[config.mk]
export PLATFORM = sky130hd
export DESIGN_NAME = gcd_unit_flat
export DESIGN_NICKNAME = d
export VERILOG_FILES = /design/src/rtl/gcd_if.sv /design/src/rtl/gcd_unit.sv /design/src/flat_wrapper.sv
export SDC_FILE = /design/constraint.sdc
export NUM_CORES = 1
export LEC_CHECK = 0
export CAP_MARGIN = 15
export CORE_MARGIN = 4
export CORE_UTILIZATION = 55
export DETAILED_ROUTE_END_ITERATION = 6
export DONT_BUFFER_PORTS = 1
export GPL_TIMING_DRIVEN = 0
export HOLD_SLACK_MARGIN = 0.05
export PLACE_DENSITY = 0.71
export SYNTH_ARGS = -nofsm -noshare
export SYNTH_HDL_FRONTEND = slang
export SYNTH_SLANG_ARGS = --single-unit
[constraint.sdc]
create_clock -name clk -period 3.85 [get_ports clk]
set_clock_uncertainty 0.1 [all_clocks]
set_input_delay 0.5775 -clock clk [delete_from_list [all_inputs] [get_ports clk]]
set_output_delay 0.5775 -clock clk [all_outputs]
set_load 0.005 [all_outputs]
[src/rtl/gcd_if.sv]
// Request/response val-rdy bundle for the GCD engine.
// The master side issues operand pairs and consumes results; the slave side is the engine.
`timescale 1ns/1ps
interface gcd_if #(
  parameter int unsigned W = 16
) ();
  logic [2*W-1:0] req_msg;
  logic           req_val;
  logic           req_rdy;
  logic [W-1:0]   resp_msg;
  logic           resp_val;
  logic           resp_rdy;

  modport master (
    output req_msg, req_val, resp_rdy,
    input  req_rdy, resp_msg, resp_val
  );

  modport slave (
    input  req_msg, req_val, resp_rdy,
    output req_rdy, resp_msg, resp_val
  );
endinterface

[src/rtl/gcd_unit.sv]
// Iterative subtraction-based Euclid GCD, one step per cycle, one transaction in flight.
// Optional supply ports for gate-level netlists are enabled with GCD_POWER_PINS_EN.
`timescale 1ns/1ps
module gcd_unit #(
  parameter int unsigned W = 16
) (
  input  logic  clk,
  input  logic  reset,
  gcd_if.slave  bus
`ifdef GCD_POWER_PINS_EN
  ,
  inout  supply1 VDD,
  inout  supply0 VSS
`endif
);

  typedef enum logic [1:0] {
    IDLE = 2'd0,
    CALC = 2'd1,
    DONE = 2'd2
  } state_e;

  state_e         state_q;
  logic [W-1:0]   a_q;
  logic [W-1:0]   b_q;
  logic           req_rdy_q;
  logic           resp_val_q;

  logic           a_lt_b;
  logic [W-1:0]   diff_d;

  assign a_lt_b = a_q < b_q;
  assign diff_d = a_q - b_q;

  // NOTE: reset is sampled on the clock edge only (synchronous), and every
  // register here is state, so all updates use non-blocking assignments;
  // that is also what makes the A/B swap below read the old values.
  always_ff @(posedge clk) begin
    if (!reset) begin
      state_q    <= IDLE;
      a_q        <= '0;
      b_q        <= '0;
      req_rdy_q  <= 1'b1;
      resp_val_q <= 1'b0;
    end else begin
      unique case (state_q)
        IDLE: begin
          if (bus.req_val && req_rdy_q) begin
            a_q       <= bus.req_msg[2*W-1:W];
            b_q       <= bus.req_msg[W-1:0];
            req_rdy_q <= 1'b0;
            state_q   <= CALC;
          end
        end
        CALC: begin
          if (a_lt_b) begin
            a_q <= b_q;
            b_q <= a_q;
          end else if (b_q != '0) begin
            a_q <= diff_d;
          end else begin
            resp_val_q <= 1'b1;
            state_q    <= DONE;
          end
        end
        DONE: begin
          if (bus.resp_rdy) begin
            resp_val_q <= 1'b0;
            req_rdy_q  <= 1'b1;
            state_q    <= IDLE;
          end
        end
        default: begin
          req_rdy_q  <= 1'b1;
          resp_val_q <= 1'b0;
          state_q    <= IDLE;
        end
      endcase
    end
  end

  // Outputs are forced quiet for the whole time reset is held, not just after its first edge.
  assign bus.req_rdy  = req_rdy_q & reset;
  assign bus.resp_val = resp_val_q & reset;
  assign bus.resp_msg = reset ? a_q : '0;

endmodule

[src/flat_wrapper.sv]
// flat-port wrapper written by rule: the top's interface ports become plain ports
module gcd_unit_flat 
#(
  parameter int unsigned W = 16
)
  (clk, reset, bus_req_msg, bus_req_val, bus_resp_rdy, bus_req_rdy, bus_resp_msg, bus_resp_val);
  gcd_if #(.W(W)) bus_i ();
  input  logic clk;
  input  logic reset;
  input wire logic [$bits(bus_i.req_msg)-1:0] bus_req_msg;
  input wire logic [$bits(bus_i.req_val)-1:0] bus_req_val;
  input wire logic [$bits(bus_i.resp_rdy)-1:0] bus_resp_rdy;
  output wire logic [$bits(bus_i.req_rdy)-1:0] bus_req_rdy;
  output wire logic [$bits(bus_i.resp_msg)-1:0] bus_resp_msg;
  output wire logic [$bits(bus_i.resp_val)-1:0] bus_resp_val;
  assign bus_i.req_msg = bus_req_msg;
  assign bus_i.req_val = bus_req_val;
  assign bus_i.resp_rdy = bus_resp_rdy;
  assign bus_req_rdy = bus_i.req_rdy;
  assign bus_resp_msg = bus_i.resp_msg;
  assign bus_resp_val = bus_i.resp_val;
  gcd_unit #(.W(W)) u_core (.clk(clk), .reset(reset), .bus(bus_i));
endmodule
==> results by group <==
Layout
  • Fillers: 483
  • Layout cells sized above 1: 10.96%
  • Nets: 417
  • P&R area growth vs syn: 6.131%
  • N_diodes: 0

Power and ir drop
  • Cell Pwr Density: 573.0 nW/um^2
  • Leakage: 1.186 nW
  • Peak VDD IR: 0.0002323 V
  • PnR Total Power: 1.762 mW

Critical path
  • CP max stage delay: 0.51 ns
  • Crit-path cells: inv_1, ha_1, fa_1, nand2b_1, a21oi_1, o21a_1, a2111o_1, buf_2, buf_1, nand3_1, mux2_2, a311oi_1
  • Slowest CP cell: buf_1
  • Crit-path leading delay family: compound AO/OA/AOI/OAI gates
  • CP required: 3.95 ns
  • Crit Path Max Fanout: 10
  • Worst EP arrival: 3.62 ns
  • Crit path buf inv count: 3
  • Startpoint types: register
  • Worst Setup Path Type: register to register
  • Crit. End Element: register

STA
  • Fin crit period: 3.520 ns
  • Final setup fails: 0
  • Fin. max-slew vios: 0
  • Unrepaired setup endpoints after global routing: false
  • Final period util: 91.43%
  • Max-slew headroom: 49.61%
  • Fmax: 284.1 MHz
  • Final worst slack: 0.3299 ns
  • Worst Tran Pin Value: 0.7558 ns
  • Setup TNS: 0 ns
  • Final hold vios: 0

Clock network
  • Reg clk slew, reported paths: 0.07 ns
  • TritonCTS clock tree: yes
  • CTS buffer count: 5
  • Setup bufs post-CTS: 0
  • Worst-Skew Late Latency: 0.30 ns
  • Clock Tree Root: clkbuf_8
  • CTS Sinks: 36
  • CTS resizes: 0
  • Hold_buf cts: 0
  • Max clock buf depth: 2
  • H-Tree Depth: 2

Place
  • Post-placement worst setup slack: 0.4464 ns
  • Final Wtd Congestion: 0.9309
  • Final HPWL DP: 6441 um
  • IO Port Bufs: 0

Yosys
  • Post-synthesis xor/xnor area fraction: 3.022%
  • Ys Warns: 0
  • Yosys cell types: 50
  • Post-synth top area share: 24.87%
  • Post-synth EDFFs: 0
  • Yosys reg bits: 36
  • Most instantiated cells after synthesis: dfxtp_1 (36), nand2_1 (34), inv_1 (25), a211oi_1 (22), and2_1 (22)
  • Simple-gate share of the synthesized area: 18.13%
  • Post-synthesis cell count: 357
  • Mapped cell area: 2898 um^2
  • Async set-reset flop share out of synthesis: 0%
  • Seq/Total Area, Yosys: 24.87%
  • Top-count cell post-synth: dfxtp_1
  • Synth Flop Type: dfxtp_1
  • Mux cell area share after synthesis: 6.606%
  • Syn Nets: 410
  • Adder-Cell Fraction of Synth Area: 7.599%
  • Main combinational cell family by area after synthesis: compound AO/OA/AOI/OAI gates
  • Mean Syn Cell Area: 8.117 um^2
  • Compound-gate portion of the synthesized area: 32.94%
  • Area leader, netlist: dfxtp_1
  • Area contributors post-synth: dfxtp_1 (25%), ha_1 (6.9%), mux2_2 (6.6%), a211oi_1 (5.7%), and2_1 (4.7%)

Global routing
  • Largest net degree at the start of global routing: 11
  • Global-route usage over all layers: 27.74%
  • GR Overflow Total: 0
  • Initial antenna violation count: 0
  • Number of global-route vias before repair: 2613
  • First-pass GRT wire length: 13650 um

Floorplanning
  • Height of the die: 80.59 um
  • Starting density of the core: 56.74%
  • Area of the die: 6494 um^2
  • FP Rows: 26
  • Core Region: 5107 um^2
  • Num ports: 54
  • Die width: 80.59 um

Run
  • Max-cap viol count: 0

Status
  • Failing checks: design-rule violations
  • Outcome: complete, but fails checks

Min path
  • Hold crit path type: input pin to register

Detailed routing
  • Number of detailed-route iterations in the first pass: 7
  • DRT antenna net count: 0
  • WL/cell: 20.16 um
  • Post-Route WL: 8768 um
  • Via-per-instance ratio: 6.526
  • DRC Markers: 3
  • Initial drt markers: 209
  • Vias: 2839
[per-stage QoR]
step / utilization [%] / hold slack (ns) / std cells / area (um^2)
after floorplan: - / 0.3491 / 357 / 2898
after detailed placement: 58.45 / 0.3895 / 427 / 2985
after CTS: 60.22 / 0.3326 / 435 / 3075
final: 60.22 / 0.3318 / 435 / 3075
after global placement: 58.45 / 0.3711 / 427 / 2985
after global routing: 60.22 / 0.3279 / 435 / 3075
[layer usage]
layer,track usage (%),wire length (um)
met3,5.157,683
met5,0,0
met1,36.87,3775
met4,8.446,200
met2,45.28,4108
[area by class of cell]
| class | instances | area [um^2] | share of cell area [%] |
|---|---|---|---|
| multi-input combinational | 273 | 1979 | 64.36 |
| sequential | 36 | 720.7 | 23.43 |
| inverter | 25 | 93.84 | 3.051 |
| tap | 70 | 87.58 | 2.848 |
| buffer | 23 | 103.9 | 3.377 |
| clock buffer | 8 | 90.09 | 2.929 |
[power by group]
part           switching [mW]  internal, mW
Clock                   0.143         0.146
Sequential             0.0523         0.434
Combinational           0.590         0.397
Total                   0.785         0.977
[flip-flops by register name, indices dropped and copies added (netlist names)]
name / count
u_core.resp_val_q: 1
u_core.req_rdy_q: 1
u_core.state_q: 2
u_core.a_q: 16
u_core.b_q: 16
[worst paths after layout]
kind | end | from | slack (ns) | cells past startpoint
max reg2reg | u_core.a_q[15] | u_core.a_q[0] | 0.33 | 12
min | u_core.a_q[0] | bus_req_msg[16] | 0.33 | 2
max | u_core.a_q[15] | u_core.a_q[0] | 0.33 | 12
min reg2reg | u_core.a_q[11] | u_core.a_q[11] | 0.40 | 2
[layout by cell type, fill, tap and decap left out, types with 3 or more instances in the layout]
cell type / netlist / layout
nand2_1: 34 / 34
inv_1: 25 / 25
clkbuf_8: 0 / 6
o31ai_1: 4 / 4
a21oi_1: 19 / 19
nor4_1: 4 / 4
a31oi_1: 5 / 5
xnor2_1: 6 / 6
nand3_1: 16 / 16
mux2_2: 17 / 17
and2_1: 22 / 22
o21a_1: 3 / 3
a211oi_1: 22 / 22
o21ai_0: 11 / 11
dfxtp_1: 36 / 36
o211a_1: 4 / 4
a211oi_2: 10 / 10
ha_1: 16 / 16
clkbuf_1: 16 / 18
a32o_1: 7 / 7
o211ai_1: 11 / 11
a21o_1: 7 / 7
nor2_1: 16 / 16
buf_1: 3 / 3
xor2_1: 4 / 4
nand2b_1: 4 / 4
[worst register-to-register path, cell delays in order (launching register included)]
cell and delay [ns]:
dfxtp_1 0.34, inv_1 0.07, ha_1 0.21, fa_1 0.42, nand2b_1 0.20, a21oi_1 0.28
o21a_1 0.29, a2111o_1 0.16, buf_2 0.20, buf_1 0.51, nand3_1 0.13, mux2_2 0.29
a311oi_1 0.22
[kinds of logic after synthesis]
group / after synthesis
AOI/OAI and AO/OA: 123
and+or+nand+nor: 106
buffers and inverters: 48
DFF: 36
muxes: 17
adders and majority gates: 17
xor gates and xnor gates: 10
Note: power is estimated with default switching activity, not from simulation.
